--- config.mk ---
export PLATFORM = sky130hd
export DESIGN_NAME = mem_responder
export DESIGN_NICKNAME = d
export VERILOG_FILES = /design/src/rtl/mem_responder_pkg.sv /design/src/rtl/mem_responder_mmio.sv /design/src/rtl/mem_responder.sv
export SDC_FILE = /design/constraint.sdc
export NUM_CORES = 1
export LEC_CHECK = 0
export BUFFER_PORTS_ARGS = -buffer_cell sky130_fd_sc_hd__buf_2
export CORE_MARGIN = 4
export CORE_UTILIZATION = 35
export DETAILED_ROUTE_END_ITERATION = 8
export PLACE_DENSITY = 0.77
export SLEW_MARGIN = 20
export SYNTH_ARGS = -nofsm -noshare
export SYNTH_HDL_FRONTEND = slang
export SYNTH_SLANG_ARGS = --single-unit
--- constraint.sdc ---
create_clock -name clk -period 2.5 [get_ports clk]
set_input_delay 0.5 -clock clk [delete_from_list [all_inputs] [get_ports clk]]
set_output_delay 0.5 -clock clk [all_outputs]
set_load 0.02 [all_outputs]
--- src/rtl/mem_responder_pkg.sv ---
// Shared types and constants for the memory responder.
// Optional MMIO window is enabled by defining MEM_RESPONDER_MMIO_EN.
package mem_responder_pkg;

    typedef enum logic [1:0] {
        IDLE    = 2'd0,
        RD_WAIT = 2'd1,
        WR      = 2'd2,
        RESP    = 2'd3
    } state_t;

    localparam logic [15:0] MMIO_BASE_DEFAULT = 16'hFF00;

    localparam int unsigned RD_LAT_MIN = 1;
    localparam int unsigned RD_LAT_MAX = 4;

    // True when a BRAM read latency fits the 2-bit wait counter.
    function automatic logic rd_lat_ok(input int unsigned lat);
        return (lat >= RD_LAT_MIN) && (lat <= RD_LAT_MAX);
    endfunction

endpackage

--- src/rtl/mem_responder_mmio.sv ---
// MMIO window decode, output register and input read path.
// Instanced by mem_responder only when MEM_RESPONDER_MMIO_EN is defined.
module mmio_port
    import mem_responder_pkg::*;
#(
    parameter int unsigned       ADDR_W    = 16,
    parameter int unsigned       DATA_W    = 16,
    parameter logic [ADDR_W-1:0] MMIO_BASE = ADDR_W'(MMIO_BASE_DEFAULT)
) (
    input  logic              clk,
    input  logic              reset,
    input  logic              accept,
    input  logic              write,
    input  logic [ADDR_W-1:0] addr,
    input  logic [DATA_W-1:0] wdata,
    input  logic [DATA_W-1:0] mmio_in,
    output logic              hit_c,
    output logic [DATA_W-1:0] rdata_c,
    output logic [DATA_W-1:0] mmio_out
);

    // Whole window from the base upward bypasses the BRAM.
    assign hit_c   = (addr >= MMIO_BASE);
    // The responder samples this into rsp_rdata on the accept edge.
    assign rdata_c = mmio_in;

    // Only the base address is backed by a register; other window stores are dropped.
    always_ff @(posedge clk) begin
        if (!reset) begin
            mmio_out <= '0;
        end else if (accept && write && (addr == MMIO_BASE)) begin
            mmio_out <= wdata;
        end
    end

endmodule

--- src/rtl/mem_responder.sv ---
// Memory-side responder: one fetch/load/store at a time onto BRAM port A.
// Define MEM_RESPONDER_MMIO_EN to decode the MMIO window at MMIO_BASE.
module mem_responder
    import mem_responder_pkg::*;
#(
    parameter int unsigned       ADDR_W    = 16,
    parameter int unsigned       DATA_W    = 16,
    parameter int unsigned       RD_LAT    = 1,
    parameter logic [ADDR_W-1:0] MMIO_BASE = ADDR_W'(MMIO_BASE_DEFAULT)
) (
    input  logic              clk,
    input  logic              reset,
    input  logic              req_valid,
    output logic              req_ready,
    input  logic              req_write,
    input  logic              req_fetch,
    input  logic [ADDR_W-1:0] req_addr,
    input  logic [DATA_W-1:0] req_wdata,
    output logic              rsp_valid,
    output logic [DATA_W-1:0] rsp_rdata,
    output logic [DATA_W-1:0] instr_out,
    output logic [ADDR_W-1:0] bram_addr,
    output logic [DATA_W-1:0] bram_wdata,
    output logic              bram_wren,
    input  logic [DATA_W-1:0] bram_rdata,
    input  logic [DATA_W-1:0] mmio_in,
    output logic [DATA_W-1:0] mmio_out
);

    localparam logic [1:0] LAST_CNT = 2'(RD_LAT - 1);

    // Reject latencies the 2-bit wait counter cannot express.
    if (!rd_lat_ok(RD_LAT)) begin : g_bad_rd_lat
        $error("mem_responder: RD_LAT=%0d outside %0d..%0d", RD_LAT, RD_LAT_MIN, RD_LAT_MAX);
    end

    state_t            state;
    logic [1:0]        cnt;
    logic              fetch_q;
    logic              accept_c;
    logic              mmio_hit_c;
    logic [DATA_W-1:0] mmio_rdata_c;

    assign accept_c = req_valid && req_ready;

`ifdef MEM_RESPONDER_MMIO_EN
    mmio_port #(
        .ADDR_W    (ADDR_W),
        .DATA_W    (DATA_W),
        .MMIO_BASE (MMIO_BASE)
    ) u_mmio (
        .clk      (clk),
        .reset    (reset),
        .accept   (accept_c),
        .write    (req_write),
        .addr     (req_addr),
        .wdata    (req_wdata),
        .mmio_in  (mmio_in),
        .hit_c    (mmio_hit_c),
        .rdata_c  (mmio_rdata_c),
        .mmio_out (mmio_out)
    );
`else
    logic unused_mmio;

    assign mmio_hit_c   = 1'b0;
    assign mmio_rdata_c = '0;
    assign mmio_out     = '0;
    assign unused_mmio  = ^{mmio_in, MMIO_BASE};
`endif

    // Request FSM; the BRAM address/data registers double as the captured request.
    always_ff @(posedge clk) begin
        if (!reset) begin
            state      <= IDLE;
            req_ready  <= 1'b0;
            rsp_valid  <= 1'b0;
            rsp_rdata  <= '0;
            instr_out  <= '0;
            bram_addr  <= '0;
            bram_wdata <= '0;
            bram_wren  <= 1'b0;
            cnt        <= '0;
            fetch_q    <= 1'b0;
        end else begin
            rsp_valid <= 1'b0;
            bram_wren <= 1'b0;
            case (state)
                IDLE: begin
                    if (accept_c) begin
                        req_ready <= 1'b0;
                        fetch_q   <= req_fetch & ~req_write;
                        cnt       <= '0;
                        if (mmio_hit_c) begin
                            state     <= RESP;
                            rsp_valid <= 1'b1;
                            if (!req_write) begin
                                rsp_rdata <= mmio_rdata_c;
                                if (req_fetch) begin
                                    instr_out <= mmio_rdata_c;
                                end
                            end
                        end else if (req_write) begin
                            state      <= WR;
                            bram_addr  <= req_addr;
                            bram_wdata <= req_wdata;
                            bram_wren  <= 1'b1;
                        end else begin
                            state     <= RD_WAIT;
                            bram_addr <= req_addr;
                        end
                    end else begin
                        req_ready <= 1'b1;
                    end
                end
                RD_WAIT: begin
                    cnt <= cnt + 2'd1;
                    if (cnt == LAST_CNT) begin
                        state     <= RESP;
                        rsp_valid <= 1'b1;
                        rsp_rdata <= bram_rdata;
                        bram_addr <= '0;
                        if (fetch_q) begin
                            instr_out <= bram_rdata;
                        end
                    end
                end
                WR: begin
                    state      <= RESP;
                    rsp_valid  <= 1'b1;
                    bram_addr  <= '0;
                    bram_wdata <= '0;
                end
                RESP: begin
                    state     <= IDLE;
                    req_ready <= 1'b1;
                end
                default: begin
                    state     <= IDLE;
                    req_ready <= 1'b0;
                end
            endcase
        end
    end

endmodule

Yosys cells after proc, flatten, opt, wreduce, memory -nomap -nowiden:

Cells that the tools add are included.

* register bits after elaboration: 72
* word-level logic and storage cells: 51

* add/sub/neg operators: 1
* equal/unequal tests: 6
* mux-type cells: 17
* bitwise logic cells: 2
* reduce and logical (&&, ||, !) cells: 15

Operators by type and width (count)
* 16-bit 2-to-1 mux: 4
* 16-bit one-hot mux with 3 select lines: 1
* 16-bit one-hot mux with 2 select lines: 1
* 3-bit AND reduction: 4
* 2-bit 2-to-1 mux: 4
* 2-bit one-hot mux with 4 select lines: 1
* 2-bit AND reduction: 4
* 2-bit != test (second input constant): 3
* 2-bit nonzero test: 3
* 2-bit equality test (second input constant): 2
* 2-bit zero test: 2
* 1-bit one-hot mux with 2 select lines: 2
* 2-bit one-hot mux with 2 select lines: 1
* 1-bit 2-to-1 mux: 3
* 3-bit nonzero test: 1
* 2-bit by 1-bit adder with 2-bit output (second input constant): 1
* 2-bit by 1-bit equality test with 1-bit output (second input constant): 1
* 1-bit bitwise AND: 1
* 1-bit logical AND: 1
* 1-bit NOT: 1

Depth between registers and ports, before layout:

* depth after elaboration: 3
* depth in mapped cells: 7
* gate-level depth less buffers: 5

Least setup slack after synthesis:

No wires, ideal clock.

* path type: register -> register
* start: register state[0]
* end: register bram_addr[10]
* library setup time: 0.072 ns
* arrival: 1.636 ns
* data required time: 2.428 ns
* slack: 0.792 ns
* stages on the path, launching flop included: 8
* path buffers: 2
* clock period less this slack: 1.708 ns
* path through: dfxtp_1 -> inv_1 -> ha_1 -> buf_6 -> a21boi_4 -> nor3_4 -> buf_8 -> mux2i_1

* cells in the longest elaborated chain, start to end: 3
* elaborated cells on any way between the ends: 8
* those cells by class: 4 x eq/ne; 1 x mux; 3 x reduce/logical

Ends and longest elaborated chain
* start, declared: RTL line mem_responder.sv:37 `state_t state;`
* start signal, assigned: RTL line mem_responder.sv:75 `state <= IDLE;`
* start signal, assigned: RTL line mem_responder.sv:95 `state <= RESP;`
* start signal, assigned: RTL line mem_responder.sv:104 `state <= WR;`
* 2-bit by 1-bit equality test with 1-bit output (tied with other cells): RTL line mem_responder.sv:88 `case (state)`
* 2-bit != test (no line) / 3-bit nonzero test (equally long branches)
* 3-bit AND reduction (no line)
* end signal, assigned: RTL line mem_responder.sv:105 `bram_addr <= req_addr;`
* end signal, assigned: RTL line mem_responder.sv:110 `bram_addr <= req_addr;`
* end, declared: RTL line mem_responder.sv:22 `output logic [ADDR_W-1:0] bram_addr,`

Several ways; a longest one is shown, not always the timed one.
A chain may end at the register's enable or synchronous reset.

Final worst setup path:

* start: register state[1]
* end: register bram_wdata[14]

* cells in the longest elaborated chain, start to end: 3
* elaborated cells on any way between the ends: 7
* those cells by class: 3 x eq/ne; 1 x mux; 3 x reduce/logical

Ends and longest elaborated chain
* 2-bit equality test / 2-bit zero test (equally long branches): RTL line mem_responder.sv:88
* 2-bit nonzero test (no line) / 2-bit != test (equally long branches)
* 3-bit AND reduction (no line)
* end signal, assigned: RTL line mem_responder.sv:106 `bram_wdata <= req_wdata;`
* end, declared: RTL line mem_responder.sv:23 `output logic [DATA_W-1:0] bram_wdata,`

Several ways; a longest one is shown, not always the timed one.

==> run_results.csv <==
group,metric,value,unit
run_status,outcome,"finished, final reports clean",
floorplanning,ios,152,
cells_and_area,final_common_cell,"buf_2",
logic_synthesis,synth_cells,316,
timing,hold_viol,0,
flow_run,maxCapViolCount,0,
setup_path,r2r_cells,5,
placed_design,gp_congestion,0.7730,
timing,worst_pin_slew,0.9689,ns
clocking,clk_pin_slew,0.08,ns
setup_path,crit_buf_inv,1,
setup_path,endpoint_kind,"flop",
pwr,leakagePower,1.742,nW
cells_and_area,nets,502,
cells_and_area,area_delta_synth_final,28.53,%
clocking,clk_latency,0.33,ns
placed_design,dp_slack,0.5223,ns
drt,avgViaCountPerCell,4.626,
timing,fin_skew,0.006396,ns
setup_path,start_kind,"flop",
cells_and_area,final_cell_area,3737,sq um
timing,fin_crit,1.961,ns
placed_design,hpwl,4929,um
clocking,post_cts_resized,0,
logic_synthesis,synth.avg_cell_area,9.202,sq um
grt,grt_max_degree,76,
floorplanning,core,7888,sq um
setup_path,worstPathArrival,2.23,ns
clocking,clk_path_buf_depth,2,
logic_synthesis,syn_area,2908,sq um
logic_synthesis,synth.area.top_cells,"dfxtp_1, nand2_1, a21boi_0",
grt,overflow,0,
grt,grt_pass1_vias,2470,
logic_synthesis,yosysSeqAreaShare,49.57,%
logic_synthesis,yosysUniqueCellTypes,33,
setup_path,r2r_slack,0.54,ns
clocking,cts_hold_buf,0,
logic_synthesis,ys_ff_latch,72,
setup_path,slowest_delay,0.75,ns
timing,slew_viol_final,0,
drt,drc,0,
clocking,h-tree-depth,3,
setup_path,setup.worst_path.class,"flop to flop",
timing,rsz0062_at_grt,"false",
drt,wl_per_cell,12.78,um
clocking,cts_tree,"yes",
min_path,hold_end,"bram_wdata[3]$_SDFFE_PN0P_",
floorplanning,die_x,99.15,um
pwr,powerDensity,1022,nW/um^2
floorplanning,start_util,36.87,%
timing,worst_slack,0.5392,ns
logic_synthesis,post-synth-top-area-cell,"dfxtp_1",
pwr,irDropWorstVdd,0.3632,mV
drt,first_iter_violations,93,
clocking,cts_root_buf,"clkbuf_8",
timing,fin_crit_sh,78.43,%
logic_synthesis,yosysWarningCount,0,
clocking,clock_sinks,72,
clocking,post_cts_buffers,0,
min_path,hp-start,"req_wdata[3]",
cells_and_area,antennaDiodeCount,0,
timing,setup_viol,0,
drt,wl,6836,um
setup_path,r2r-end,"bram_wdata[14]$_SDFFE_PN0P_",
setup_path,cp_top_family,"simple AND/OR/NAND/NOR gates",
setup_path,worstPathRequired,2.77,ns
grt,grt_pass1_wl,11240,um
drt,num_vias,2475,
setup_path,worstPathCellList,"inv_1 > ha_1 > nand3_1 > nor3_2 > a22o_1",
setup_path,r2r_start,"state[1]$_SDFFE_PN0P_",
floorplanning,num_rows,32,
timing,fin_setup_tns,0,ns
grt,grt_antenna_before_repair,0,
placed_design,placed_cell_area,3483,sq um
timing,fmax,510.0,MHz
min_path,hold_path_depth,2,
floorplanning,fp.dieH,99.15,um
setup_path,cp_max_fo,16,
min_path,hold_class,"primary input to flop",
cells_and_area,drive_gt1_share,32.56,%
drt,drt_first_pass_iters,6,
setup_path,cp_slowest_cell,"nor3_2",
grt,grt_util_all_layers,13.97,%
drt,ant_nets,0,
cells_and_area,most-common-layout-cells,"buf_2, nand2_1, dfxtp_1",
timing,slew_headroom,35.06,%
clocking,cts_inserted_buffers,9,
floorplanning,dieArea,9831,sq um
pwr,total_power,3.820,mW
timing,holdWs,0.3734,ns
logic_synthesis,synth_top_area_share,49.57,%
placed_design,numPortBuffers,119,
## cell usage after synthesis, drive strengths merged
| master | number |
|---|---|
| ha | 5 |
| nand3 | 19 |
| clkinv | 1 |
| and3 | 1 |
| nor2 | 3 |
| mux2i | 17 |
| o311a | 1 |
| nor2b | 3 |
| o211ai | 2 |
| o22ai | 2 |
| nand2 | 88 |
| inv | 5 |
| o21ai | 3 |
| clkbuf | 11 |
| nor3b | 1 |
| nor3 | 2 |
| a21oi | 2 |
| buf | 24 |
| conb | 1 |
| and2 | 1 |
| nand2b | 1 |
| o221a | 1 |
| a22o | 16 |
| o31ai | 1 |
| a21boi | 33 |
| dfxtp | 72 |
## flip-flops by register name (all words and copies together) (netlist names)
register and flops:
bram_addr 16, instr_out 16, bram_wdata 16, rsp_valid 1, bram_wren 1, state 2, rsp_rdata 16, cnt 2
fetch_q 1, req_ready 1
## power breakdown
| group | switching, mW | total [mW] | leakage [nW] | internal, mW |
|---|---|---|---|---|
| Sequential | 0.103 | 1.44 | 0.585 | 1.34 |
| Combinational | 0.790 | 1.24 | 1.03 | 0.454 |
| Clock | 0.422 | 1.14 | 0.126 | 0.716 |
| Total | 1.31 | 3.82 | 1.74 | 2.51 |
## cells by family after synthesis
kind of cell	count (synthesis)	synth area share, %
flip-flops	72	49.57
AO/OA/AOI/OAI	61	16.52
buffers and inverters	41	8.304
adder cells (fa/ha/maj)	5	2.151
other	1	0.1290
AND/OR/NAND/NOR	119	17.47
multiplexers	17	5.852
## worst reg2reg max path, cell delays in order (launching register included)
cell and delay (ns):
dfxtp_1 0.33, inv_1 0.10, ha_1 0.31, nand3_1 0.15
nor3_2 0.75, a22o_1 0.26
## per-layer routing
layer / wire length (um) / global-route usage (%) / up-vias
met2: 3392 / 24.17 / 85
met4: 114 / 6.092 / 0
met5: 0 / 0 / -
met3: 542 / 3.647 / 11
li1: - / - / 1251
met1: 2787 / 16.20 / 1128
## through the flow
step / util, % / cells
floorplan: - / 331
global placement: 44.16 / 519
detailed placement: 44.16 / 519
CTS: 47.38 / 535
global route: 47.38 / 535
finish: 47.38 / 535
## layout make-up
type | instances | area, sq um
clock buffers | 11 | 151.4
flip-flops and latches | 72 | 1441
well taps | 102 | 127.6
multi-input cells | 218 | 1281
repair buffers | 121 | 610.6
inverters | 6 | 22.52
fillers | 778 | 4150
clock inverters | 5 | 102.6
## how the worst max path moves through the flow
stage / from / endpoint / slack, ns / cells after the start
floorplan: state[0]$_SDFFE_PN0P_ / bram_addr[10]$_SDFFE_PN0P_ / 0.79 / 7
global placement: reset / bram_wdata[3]$_SDFFE_PN0P_ / 0.60 / 4
detailed placement: state[0]$_SDFFE_PN0P_ / bram_wdata[14]$_SDFFE_PN0P_ / 0.52 / 5
CTS: state[0]$_SDFFE_PN0P_ / bram_wdata[14]$_SDFFE_PN0P_ / 0.50 / 5
global route: state[0]$_SDFFE_PN0P_ / bram_wdata[9]$_SDFFE_PN0P_ / 0.28 / 5
finish: state[1]$_SDFFE_PN0P_ / bram_wdata[14]$_SDFFE_PN0P_ / 0.54 / 5
(Power assumes the default switching activity.)
